<file path="src/rtl/dcache_pkg.sv">
// Shared widths, address split and FSM state for the direct-mapped write-back data cache.
package dcache_pkg;

  localparam int unsigned C_BLOCK_SIZE = 2;
  localparam int unsigned C_LINE_SIZE  = 32;
  localparam int unsigned ADDRESS_SIZE = 32;
  localparam int unsigned C_INDEX_SIZE = 3;

  localparam int unsigned WORDS   = 1 << C_BLOCK_SIZE;
  localparam int unsigned LINES   = 1 << C_INDEX_SIZE;
  localparam int unsigned BLOCK_W = WORDS * C_LINE_SIZE;
  localparam int unsigned TAG_W   = ADDRESS_SIZE - C_INDEX_SIZE - C_BLOCK_SIZE - 2;
  localparam int unsigned BADDR_W = ADDRESS_SIZE - C_BLOCK_SIZE - 2;
  localparam int unsigned WADDR_W = ADDRESS_SIZE - 2;

  typedef enum logic [1:0] {
    IDLE       = 2'd0,
    WRITE_BACK = 2'd1,
    ALLOCATE   = 2'd2,
    FILL       = 2'd3
  } state_e;

  // Word address viewed as {tag, index, offset}
  typedef struct packed {
    logic [TAG_W-1:0]        tag;
    logic [C_INDEX_SIZE-1:0] index;
    logic [C_BLOCK_SIZE-1:0] offset;
  } addr_fields_t;

  function automatic addr_fields_t split_addr(input logic [ADDRESS_SIZE-1:0] addr);
    return addr_fields_t'(addr[ADDRESS_SIZE-1:2]);
  endfunction

endpackage

</file>
<file path="src/rtl/dcache_line_array.sv">
// Per-line valid/dirty/tag/data storage: combinational read port, synchronous word or block write.
module dcache_line_array
  import dcache_pkg::*;
(
  input  logic                    c_clk_i,
  input  logic                    c_reset_n_i,
  input  logic [C_INDEX_SIZE-1:0] rd_index,
  output logic                    rd_valid,
  output logic                    rd_dirty,
  output logic [TAG_W-1:0]        rd_tag,
  output logic [BLOCK_W-1:0]      rd_block,
  input  logic [C_INDEX_SIZE-1:0] wr_index,
  input  logic                    word_we,
  input  logic [C_BLOCK_SIZE-1:0] wr_offset,
  input  logic [C_LINE_SIZE-1:0]  wr_word,
  input  logic                    fill_we,
  input  logic [TAG_W-1:0]        fill_tag,
  input  logic [BLOCK_W-1:0]      fill_block
);

  logic [LINES-1:0]   valid_q;
  logic [LINES-1:0]   dirty_q;
  logic [TAG_W-1:0]   tag_q  [LINES];
  logic [BLOCK_W-1:0] data_q [LINES];

  // Status bits clear asynchronously; a fill leaves the line clean
  always_ff @(posedge c_clk_i or negedge c_reset_n_i) begin
    if (!c_reset_n_i) begin
      valid_q <= '0;
      dirty_q <= '0;
    end else if (fill_we) begin
      valid_q[wr_index] <= 1'b1;
      dirty_q[wr_index] <= 1'b0;
    end else if (word_we) begin
      dirty_q[wr_index] <= 1'b1;
    end
  end

  // Tag and data arrays are never reset; valid qualifies them
  always_ff @(posedge c_clk_i) begin
    if (fill_we) begin
      tag_q[wr_index]  <= fill_tag;
      data_q[wr_index] <= fill_block;
    end else if (word_we) begin
      data_q[wr_index][int'(wr_offset)*C_LINE_SIZE +: C_LINE_SIZE] <= wr_word;
    end
  end

  assign rd_valid = valid_q[rd_index];
  assign rd_dirty = dirty_q[rd_index];
  assign rd_tag   = tag_q[rd_index];
  assign rd_block = data_q[rd_index];

endmodule

</file>
<file path="src/rtl/dcache_controller.sv">
// Direct-mapped write-back/write-allocate data cache controller in front of a block-wide dmemory.
// Define DCACHE_STATS_EN to add saturating hit/miss counters.
module dcache_controller
  import dcache_pkg::*;
(
  input  logic                      c_clk_i,
  input  logic                      c_reset_n_i,
  input  logic                      c_read_i,
  input  logic                      c_write_i,
  input  logic [ADDRESS_SIZE-1:0]   c_addr_i,
  input  logic [C_LINE_SIZE-1:0]    c_wr_data_i,
  output logic [C_LINE_SIZE-1:0]    c_read_data_o,
  output logic                      c_busywait_o,
  output logic                      mem_read_o,
  output logic                      mem_write_o,
  output logic [BADDR_W-1:0]        mem_addr_o,
  output logic [BLOCK_W-1:0]        mem_wr_data_o,
  input  logic [BLOCK_W-1:0]        mem_rd_data_i,
  input  logic                      mem_busywait_i,
  input  logic                      mem_read_done_i,
  input  logic                      mem_write_done_i
`ifdef DCACHE_STATS_EN
  ,
  output logic [31:0]               hit_count_o,
  output logic [31:0]               miss_count_o
`endif
);

  state_e                  state_q;
  logic [TAG_W-1:0]        miss_tag_q;
  logic [C_INDEX_SIZE-1:0] miss_idx_q;
  logic                    mem_read_q;
  logic                    mem_write_q;
  logic [BADDR_W-1:0]      mem_addr_q;

  addr_fields_t            cur;
  logic                    req;
  logic                    is_idle;
  logic                    hit;
  logic                    hit_evt;
  logic                    miss_evt;
  logic [C_INDEX_SIZE-1:0] rd_index;
  logic [C_INDEX_SIZE-1:0] wr_index;
  logic                    line_valid;
  logic                    line_dirty;
  logic [TAG_W-1:0]        line_tag;
  logic [BLOCK_W-1:0]      line_block;
  logic                    word_we;
  logic                    fill_we;

  // Memory busy and the byte-lane address bits are observed only
  logic unused_inputs;
  assign unused_inputs = ^{mem_busywait_i, c_addr_i[1:0]};

  assign cur     = split_addr(c_addr_i);
  assign req     = c_read_i | c_write_i;
  assign is_idle = (state_q == IDLE);

  // While a miss is in flight the array stays pointed at the latched line
  assign rd_index = is_idle ? cur.index : miss_idx_q;
  assign wr_index = fill_we ? miss_idx_q : cur.index;

  dcache_line_array u_lines (
    .c_clk_i     (c_clk_i),
    .c_reset_n_i (c_reset_n_i),
    .rd_index    (rd_index),
    .rd_valid    (line_valid),
    .rd_dirty    (line_dirty),
    .rd_tag      (line_tag),
    .rd_block    (line_block),
    .wr_index    (wr_index),
    .word_we     (word_we),
    .wr_offset   (cur.offset),
    .wr_word     (c_wr_data_i),
    .fill_we     (fill_we),
    .fill_tag    (miss_tag_q),
    .fill_block  (mem_rd_data_i)
  );

  assign hit      = line_valid && (line_tag == cur.tag);
  assign hit_evt  = is_idle && req && hit;
  assign miss_evt = is_idle && req && !hit;
  assign word_we  = hit_evt && c_write_i;
  assign fill_we  = (state_q == ALLOCATE) && mem_read_done_i;

  // CPU side is combinational so hits complete with no wait
  assign c_busywait_o  = req && !(is_idle && hit);
  assign c_read_data_o = (hit_evt && !c_write_i)
                         ? line_block[int'(cur.offset)*C_LINE_SIZE +: C_LINE_SIZE]
                         : '0;

  assign mem_read_o    = mem_read_q;
  assign mem_write_o   = mem_write_q;
  assign mem_addr_o    = mem_addr_q;
  assign mem_wr_data_o = mem_write_q ? line_block : '0;

  // Miss FSM; memory requests are registered alongside the state
  always_ff @(posedge c_clk_i or negedge c_reset_n_i) begin
    if (!c_reset_n_i) begin
      state_q     <= IDLE;
      miss_tag_q  <= '0;
      miss_idx_q  <= '0;
      mem_read_q  <= 1'b0;
      mem_write_q <= 1'b0;
      mem_addr_q  <= '0;
    end else begin
      unique case (state_q)
        IDLE: begin
          if (miss_evt) begin
            miss_tag_q <= cur.tag;
            miss_idx_q <= cur.index;
            if (line_valid && line_dirty) begin
              state_q     <= WRITE_BACK;
              mem_write_q <= 1'b1;
              mem_addr_q  <= {line_tag, cur.index};
            end else begin
              state_q    <= ALLOCATE;
              mem_read_q <= 1'b1;
              mem_addr_q <= {cur.tag, cur.index};
            end
          end
        end
        WRITE_BACK: begin
          if (mem_write_done_i) begin
            state_q     <= ALLOCATE;
            mem_write_q <= 1'b0;
            mem_read_q  <= 1'b1;
            mem_addr_q  <= {miss_tag_q, miss_idx_q};
          end
        end
        ALLOCATE: begin
          if (mem_read_done_i) begin
            state_q    <= FILL;
            mem_read_q <= 1'b0;
            mem_addr_q <= '0;
          end
        end
        FILL: begin
          state_q <= IDLE;
        end
        default: begin
          state_q     <= IDLE;
          mem_read_q  <= 1'b0;
          mem_write_q <= 1'b0;
          mem_addr_q  <= '0;
        end
      endcase
    end
  end

`ifdef DCACHE_STATS_EN
  logic [31:0] hit_count_q;
  logic [31:0] miss_count_q;

  // Saturating access statistics
  always_ff @(posedge c_clk_i or negedge c_reset_n_i) begin
    if (!c_reset_n_i) begin
      hit_count_q  <= '0;
      miss_count_q <= '0;
    end else begin
      if (hit_evt && (hit_count_q != '1)) begin
        hit_count_q <= hit_count_q + 32'd1;
      end
      if (miss_evt && (miss_count_q != '1)) begin
        miss_count_q <= miss_count_q + 32'd1;
      end
    end
  end

  assign hit_count_o  = hit_count_q;
  assign miss_count_o = miss_count_q;
`endif

endmodule

</file>
<file path="config.mk">
export PLATFORM = sky130hd
export DESIGN_NAME = dcache_controller
export DESIGN_NICKNAME = d
export VERILOG_FILES = /design/src/rtl/dcache_pkg.sv /design/src/rtl/dcache_line_array.sv /design/src/rtl/dcache_controller.sv
export SDC_FILE = /design/constraint.sdc
export NUM_CORES = 1
export LEC_CHECK = 0
export BUFFER_PORTS_ARGS = -buffer_cell sky130_fd_sc_hd__buf_4
export CORE_AREA = 5 5 538 274
export CTS_CLUSTER_DIAMETER = 100
export DETAILED_ROUTE_END_ITERATION = 7
export DIE_AREA = 0 0 543 279
export PLACE_DENSITY_LB_ADDON = 0.12
export SYNTH_ARGS = -nofsm -noshare
export SYNTH_HDL_FRONTEND = slang
export SYNTH_SLANG_ARGS = --single-unit
</file>
<file path="constraint.sdc">
create_clock -name c_clk_i -period 10.2 [get_ports c_clk_i]
set_input_delay 2.04 -clock c_clk_i [delete_from_list [all_inputs] [get_ports c_clk_i]]
set_output_delay 2.04 -clock c_clk_i [all_outputs]
set_load 0.01 [all_outputs]
</file>
==> results of run 1 <==
flip-flops by register name, indices dropped and copies added, names as in the netlist, named ones only:
name / count
miss_tag_q: 25
u_lines.data_q: 1024
u_lines.tag_q: 200
u_lines.valid_q: 8
mem_addr_o: 28
miss_idx_q: 3
mem_read_o: 1
state_q: 2
mem_write_o: 1
through the flow:
step,setup WS (ns),hold slack [ns],power (mW),area [um^2]
after floorplan,3.02,0.440,11.7,56500
after global placement,1.57,0.457,16.1,62300
after detailed placement,1.49,0.453,16.1,62300
after CTS,1.49,0.473,20.6,66200
after global routing,1.21,0.482,21.4,66200
final,1.39,0.471,20.6,66200
cells in the mapped netlist, drive strengths merged, types with 8 or more instances:
master   count  area share (%)
a2bb2oi      8            0.12
clkbuf     104            0.69
dfrtp       76             3.4
o221ai      20            0.31
a22oi       24            0.32
a31oi       12            0.13
xnor2        8            0.12
o21a        14            0.19
xor2         8            0.12
mux2i      279             5.0
nand3       50            0.44
nor2b      143             1.6
a21oi      113             1.0
mux2        60             1.4
edfxtp    1224              65
a21o         9            0.12
nand2b       8           0.089
mux4       290              12
and2        18            0.20
inv        161             1.1
o22ai       13            0.17
ha          10            0.22
and3         9            0.10
o211ai      22            0.29
o22a         9            0.14
or2         12            0.13
o21ai       87            0.77
nor2        66            0.45
nand2      242             1.6
a211oi      45            0.64
nor3        18            0.16
buf        116             1.2
a211o       10            0.16
power breakdown:
part | total, mW | switching (mW) | internal, mW
Clock | 4.52 | 2.06 | 2.46
Sequential | 6.77 | 0.335 | 6.44
Combinational | 9.33 | 5.67 | 3.66
Total | 20.6 | 8.07 | 12.6
worst max-delay path, cell delays in order:
cell and delay, ns:
buf_4 0.26, buf_4 0.33, mux2i_4 0.53, and2_1 0.21
o221ai_1 0.10, a22oi_1 0.45, xor2_1 0.22, or4b_1 0.62
or4b_1 0.60, nor4_4 0.49, nand4b_1 0.20, buf_4 0.29
nor2_1 0.19, buf_4 0.14
layout make-up:
type,count,share of cell area (%)
timing repair buffer,528,6.02
inverter,162,0.918
clock buffer,144,4.68
multi-input combinational,1682,25.2
sequential,1300,58.4
tap,1900,3.59
clock inverter,77,1.21
antenna,3,0.0113
logic make-up (layout without fill, tap and decap cells):
| kind of cell | after synthesis | in the layout | synth area share, % |
|---|---|---|---|
| AO/OA/AOI/OAI | 424 | 424 | 4.96 |
| XOR/XNOR | 16 | 16 | 0.248 |
| adder cells (fa/ha/maj) | 10 | 10 | 0.222 |
| buffers and inverters | 382 | 911 | 2.92 |
| flip-flops | 1300 | 1300 | 68.4 |
| multiplexers | 629 | 629 | 17.9 |
| other | 0 | 3 | 0 |
| AND/OR/NAND/NOR | 603 | 603 | 5.31 |
worst max path at each step:
| stage | depth (start not counted) | startpoint | to | slack [ns] |
|---|---|---|---|---|
| finish | 14 | c_addr_i[4] | c_read_data_o[28] | 1.39 |
| global route | 14 | c_addr_i[4] | c_read_data_o[6] | 1.21 |
| CTS | 14 | c_addr_i[4] | c_read_data_o[4] | 1.49 |
| detailed placement | 14 | c_addr_i[4] | c_read_data_o[4] | 1.49 |
| global placement | 14 | c_addr_i[4] | c_read_data_o[29] | 1.57 |
| floorplan | 12 | c_addr_i[4] | c_read_data_o[10] | 3.02 |
per-layer routing:
metal,up-vias,part of all wire [%],GRT usage [%]
met5,-,0.023,0
met4,6,1.9,4.77
met3,190,11,7.41
met2,1505,41,33.6
met1,17500,46,38.8
li1,14000,-,-
==> key figures, run 1 <==
Floorplanning
  – Num rows: a little under 100
  – Top-level port count: 390
  – Core Region: 142000 um^2
  – DIE AREA: 151000 um^2
  – Die W: 543 um
  – Initial Util: 39.8%
  – Die Y: approximately 280 um

Worst hold path
  – Worst hold path class: flip-flop to flip-flop
  – Hold path start: u_lines.valid_q[5]
  – WHS Path Cells: 1
  – Hold path endpoint: u_lines.valid_q[5]

Pwr
  – Cell Pwr Density: 311 nW/um^2
  – Leakage: 22.5 nW
  – VDD IR max: 0.254 mV

Cells and area
  – Most frequent cells in the layout: edfxtp_1, buf_4, mux4_2
  – Area growth, synth to finish: 17.3%
  – Layout Nets: 4000
  – Share of layout cells above drive strength 1: 29.2%
  – Multi-input logic area: 16700 um^2
  – Finished Layout Cells: 5796
  – Sequential Area: 38700 um^2
  – Most common cell after layout, fill and taps aside: edfxtp_1
  – Fillers: 12200
  – Final Util: 46.6%

Route
  – Iteration-0 DRC Markers: 4400
  – Via count: 33200
  – Avg WL per Cell: 32.8 um
  – Detailed Route WL: 190000 um
  – DR vias/cell: 5.73
  – Post-route antenna net violation count: 0
  – Drt first pass iters: 6
  – Remaining DRCs: 0

Yosys
  – Synth Cell Area: 56500 um^2
  – Syn_nets: 3573
  – Synth Warn #: 0
  – Sequential fraction of the synthesis area: around two thirds
  – Top_reg_cell synth: edfxtp_1
  – Number of synthesized register bits: between 1000 and 1500
  – Distinct cells, synth: 79
  – Avg Inst Size Synth: 16.8 um^2
  – Asr flop ratio synth: 5.85%
  – Post-Syn Instances: approximately 3400
  – Post-synth EDFFs: 1224

Clock tree
  – Num CTS Buffers: 117
  – Post-CTS setup buffer count: 0
  – Clock latency at the later pin of the worst-skew pair: roughly 0.75 ns
  – H-tree Lvls: 3
  – Post-CTS sizing: 0
  – CTS Hold Buffers Added: 0
  – Clk sinks: 1300
  – Clock root buffer: clkbuf_16
  – Clock tree from TritonCTS: built
  – Clk slew on worst S/H paths: 0.07 ns
  – CTS Buffer Depth: 3

GRT
  – Pin count of the biggest net entering global routing: 144
  – Initial antenna violation count: 22
  – Number of global-route vias before repair: 32000
  – GRT overflow: 0
  – All-Layer GR Usage: about a quarter
  – Global-route wire length before repair: 262000 um

Placement
  – HPWL after detailed placement: 128000 um
  – # port buffers: 386
  – Cell count after placement: 5572
  – GPL Wtd Cong: a little under 0.9

STA
  – Slew headroom: 17.4%
  – Layout Skew: 0.0874 ns
  – RSZ-0062 raised after global routing: false
  – Slew Limit Fails: 0
  – Crit path time final: just under 9 ns
  – Setup violators final: 0
  – Measured slew at the worst slew-check pin: 1.23 ns
  – Setup TNS: 0 ns
  – Final Cycle Share: a little under nine tenths
  – Final Hold Viols: 0
  – Max Clock Freq: 0.114 GHz

Critical path
  – Critical Path End Type: primary output
  – Reg2Reg Depth: 15
  – Worst R2R End: u_lines.data_q[5][19]
  – R2R Path Start: state_q[0]
  – R2R Setup Slk: 2.94 ns
  – Crit path launch type: input port
  – Worst path required time: 8.16 ns
  – Crit Path Class: input port to primary output
  – Crit Path Max Fanout: 35
  – Arrival time worst endpoint: 6.77 ns

Run
  – Max Cap Viol: 0

Run status
  – Status: completed
Power figures use the tool's default switching activity.
==> inputs of run 2 (changes only) <==
Settings changed: CORE_AREA 5 5 538 274 to 5 5 440 225, DIE_AREA 0 0 543 279 to 0 0 445 230.
==> run 2 against run 1 <==
Net effect: the run now ends with DRC left; sequential share of layout area rose by 1.3 points; register-to-register slack worse by 0.68 ns; final cell count down 12%; critical path depth did not move; utilization grew 22 points; sequential power about the same; via count is 3.6% higher; non-clock buffer count fell by 40; critical endpoint is now c_read_data_o[20]; highest routed layer unchanged.
==> key figures, run 2 (synthesis results as in run 1) <==
Clock tree
  – Clk sinks: 1300 (unchanged)
  – Clock latency at the later pin of the worst-skew pair: 0.75 ns (about the same)
  – Num CTS Buffers: 109 (was 117)
  – H-tree Lvls: 3 (unchanged)
  – Post-CTS sizing: 0 (unchanged)
  – Post-CTS setup buffer count: 0 (unchanged)
  – Clock root buffer: clkbuf_16 (unchanged)
  – Clk slew on worst S/H paths: 0.07 ns (about the same)
  – Clock tree from TritonCTS: built (unchanged)
  – CTS Buffer Depth: 3 (unchanged)
  – CTS Hold Buffers Added: 0 (unchanged)

Critical path
  – Crit-path cells: buf_4 > buf_4 > mux2i_4 > and2_1 > o221ai_1 > a22oi_1 > xor2_1 > or4b_1 > or4b_1 > nor4_4 > nand4b_1 > buf_4 > nor2_1 > buf_4 (unchanged)
  – R2R Setup Slk: 2.26 ns (was 2.94 ns)
  – Worst path required time: 8.16 ns (about the same)
  – Arrival time worst endpoint: 6.79 ns (was 6.77 ns)
  – Crit path launch type: input port (unchanged)
  – Most frequent CP cell: buf_4 (unchanged)
  – Crit-path max cell delay: 0.68 ns (was 0.62 ns)
  – CP Buf/Inv Count: 4 (unchanged)
  – Worst R2R End: u_lines.data_q[3][61] (was u_lines.data_q[5][19])
  – Critical Path End Type: primary output (unchanged)
  – Crit Path Class: input port to primary output (unchanged)
  – Crit Path Max Fanout: 39 (was 35)
  – CP top delay family: simple AND/OR/NAND/NOR gates (unchanged)
  – Reg2Reg Depth: 14 (was 15)
  – CP startpoint: c_addr_i[4] (unchanged)
  – Crit-path slowest cell: mux2i_4 (was or4b_1)
  – R2R Path Start: state_q[0] (unchanged)

Floorplanning
  – Num rows: 80 (was 98)
  – Initial Util: 59.7% (was 39.8%)
  – DIE AREA: 102000 um^2 (was 151000 um^2)
  – Die W: 445 um (was 543 um)
  – Core Region: 94600 um^2 (was 142000 um^2)
  – Die Y: 230 um (was 279 um)
  – Top-level port count: 390 (unchanged)

Pwr
  – Clock power share: 21.0% (was 21.9%)
  – Net Switching: 7.90 mW (was 8.07 mW)
  – VDD IR max: 0.267 mV (was 0.254 mV)
  – Sw Share: 39.3% (was 39.1%)
  – Cell Pwr Density: 310 nW/um^2 (was 311 nW/um^2)
  – Sequential power share: 33.8% (was 32.8%)
  – Leakage: 22.2 nW (was 22.5 nW)
  – Tot Pwr: 20.1 mW (was 20.6 mW)
  – Internal power: 12.2 mW (was 12.6 mW)
  – Combinational power share: 45.2% (about the same)

Route
  – DR vias/cell: 6.73 (was 5.73)
  – Iteration-0 DRC Markers: 5375 (was 4400)
  – Via count: 34400 (was 33200)
  – WL met2: 75100 um (was 78500 um)
  – Post-route antenna net violation count: 0 (unchanged)
  – Detailed Route WL: 177000 um (was 190000 um)
  – Metal3 WL: 26700 um (was 20100 um)
  – Remaining DRCs: 7 (was 0)
  – Drt first pass iters: 8 (was 6)
  – WL met1: 67900 um (was 87800 um)
  – Avg WL per Cell: 34.5 um (was 32.8 um)
  – Highest routed layer: met5 (unchanged)

Run status
  – Status: finished, violations left (was completed)
  – Violated checks: DRC

Cells and area
  – Most common cell after layout, fill and taps aside: edfxtp_1 (unchanged)
  – Most flops, register: u_lines.data_q (unchanged)
  – Most frequent cells in the layout: edfxtp_1, buf_4, mux4_2 (unchanged)
  – Share of layout cells above drive strength 1: 28.2% (was 29.2%)
  – Max reg flops: 1024 (unchanged)
  – Layout Nets: 3952 (was 4000)
  – Final Util: 68.5% (was 46.6%)
  – Area growth, synth to finish: 14.7% (was 17.3%)

Worst hold path
  – Hold path endpoint: u_lines.valid_q[6] (was u_lines.valid_q[5])
  – WHS Path Cells: 1 (unchanged)
  – Worst hold path class: flip-flop to flip-flop (unchanged)
  – Hold path start: u_lines.valid_q[6] (was u_lines.valid_q[5])

STA
  – Slew headroom: 12.3% (was 17.4%)
  – Crit path time final: 8.83 ns (was 8.81 ns)
  – Max Clock Freq: 0.113 GHz (was 0.114 GHz)
  – Slew Limit Fails: 0 (unchanged)
  – Final Hold Viols: 0 (unchanged)
  – RSZ-0062 raised after global routing: false (unchanged)
  – Layout Skew: 0.0468 ns (was 0.0874 ns)
  – Measured slew at the worst slew-check pin: 1.28 ns (was 1.23 ns)
  – Setup TNS: 0 ns (unchanged)
  – Worst hold slack: 0.469 ns (was 0.471 ns)
  – Final Cycle Share: 86.6% (was 86.3%)
  – Setup violators final: 0 (unchanged)

GRT
  – Initial antenna violation count: 17 (was 22)
  – Pin count of the biggest net entering global routing: 132 (was 144)
  – All-Layer GR Usage: 34.4% (was 24.6%)
  – GRT overflow: 0 (unchanged)
  – Number of global-route vias before repair: 33100 (was 32000)
  – Global-route wire length before repair: 247000 um (was 262000 um)

Run
  – Max Cap Viol: 0 (unchanged)

Placement
  – # port buffers: 386 (unchanged)
  – HPWL after detailed placement: 122000 um (was 128000 um)
  – GPL Wtd Cong: 0.990 (was 0.879)
## run 2: cell types whose count changed in the layout (fill, tap and decap cells not counted), sizes merged
cell / delta
diode: +2
clkinv: -13
inv: +3
buf: -40
clkbuf: -13
clkinvlp: +5
## run 2: per-layer routing
layer,vias up,global-route usage (%)
li1,13900,-
met1,17700,50.1
met2,2466,47.5
met3,347,13.9
met4,8,11.9
met5,-,0
## run 2: worst max path at each step
stage          cells past startpoint  slack [ns]                 to
2_1_floorplan                     12        3.02  c_read_data_o[10]
3_3_place_gp                      14        1.67   c_read_data_o[0]
3_5_place_dp                      14        1.58  c_read_data_o[17]
4_1_cts                           14        1.56  c_read_data_o[17]
5_1_grt                           15        1.24   c_read_data_o[8]
6_report                          14        1.37  c_read_data_o[20]
## run 2: area by class of cell
type / instances / area (um^2)
flip-flops and latches: 1300 / 38700
fillers: 6208 / 29800
multi-input cells: 1682 / 16700
repair buffers: 488 / 3710
clock buffers: 131 / 2830
well taps: 1271 / 1590
clock inverters: 72 / 709
inverters: 162 / 608
diodes: 5 / 12.5
## run 2: worst register-to-register path, stage by stage (launching register included)
cell	delay (ns)
dfrtp_1	0.41
inv_1	0.18
ha_4	0.66
buf_4	0.48
mux2_8	0.56
buf_4	0.68
a31oi_1	0.10
o21a_1	0.18
or3b_2	0.48
a2111oi_0	0.75
o2111a_1	0.35
and4_1	0.53
nand3_1	0.74
a21oi_4	1.01
buf_4	0.46
## run 2: power groups by stage
stage | clock (mW) | sequential [mW] | combinational, mW
2_1_floorplan | 0 | 6.73 | 5.00
3_3_place_gp | 0 | 6.83 | 8.69
3_5_place_dp | 0 | 6.87 | 8.81
4_1_cts | 4.24 | 6.76 | 8.84
5_1_grt | 4.48 | 6.81 | 9.34
6_report | 4.22 | 6.78 | 9.09
## run 2: metrics by stage
step	worst slack, ns	instance area [um^2]	cells
floorplan	3.02	56500	3364
global placement	1.67	61200	4903
detailed placement	1.58	61200	4903
CTS	1.56	64800	5106
global route	1.24	64800	5107
finish	1.37	64800	5111
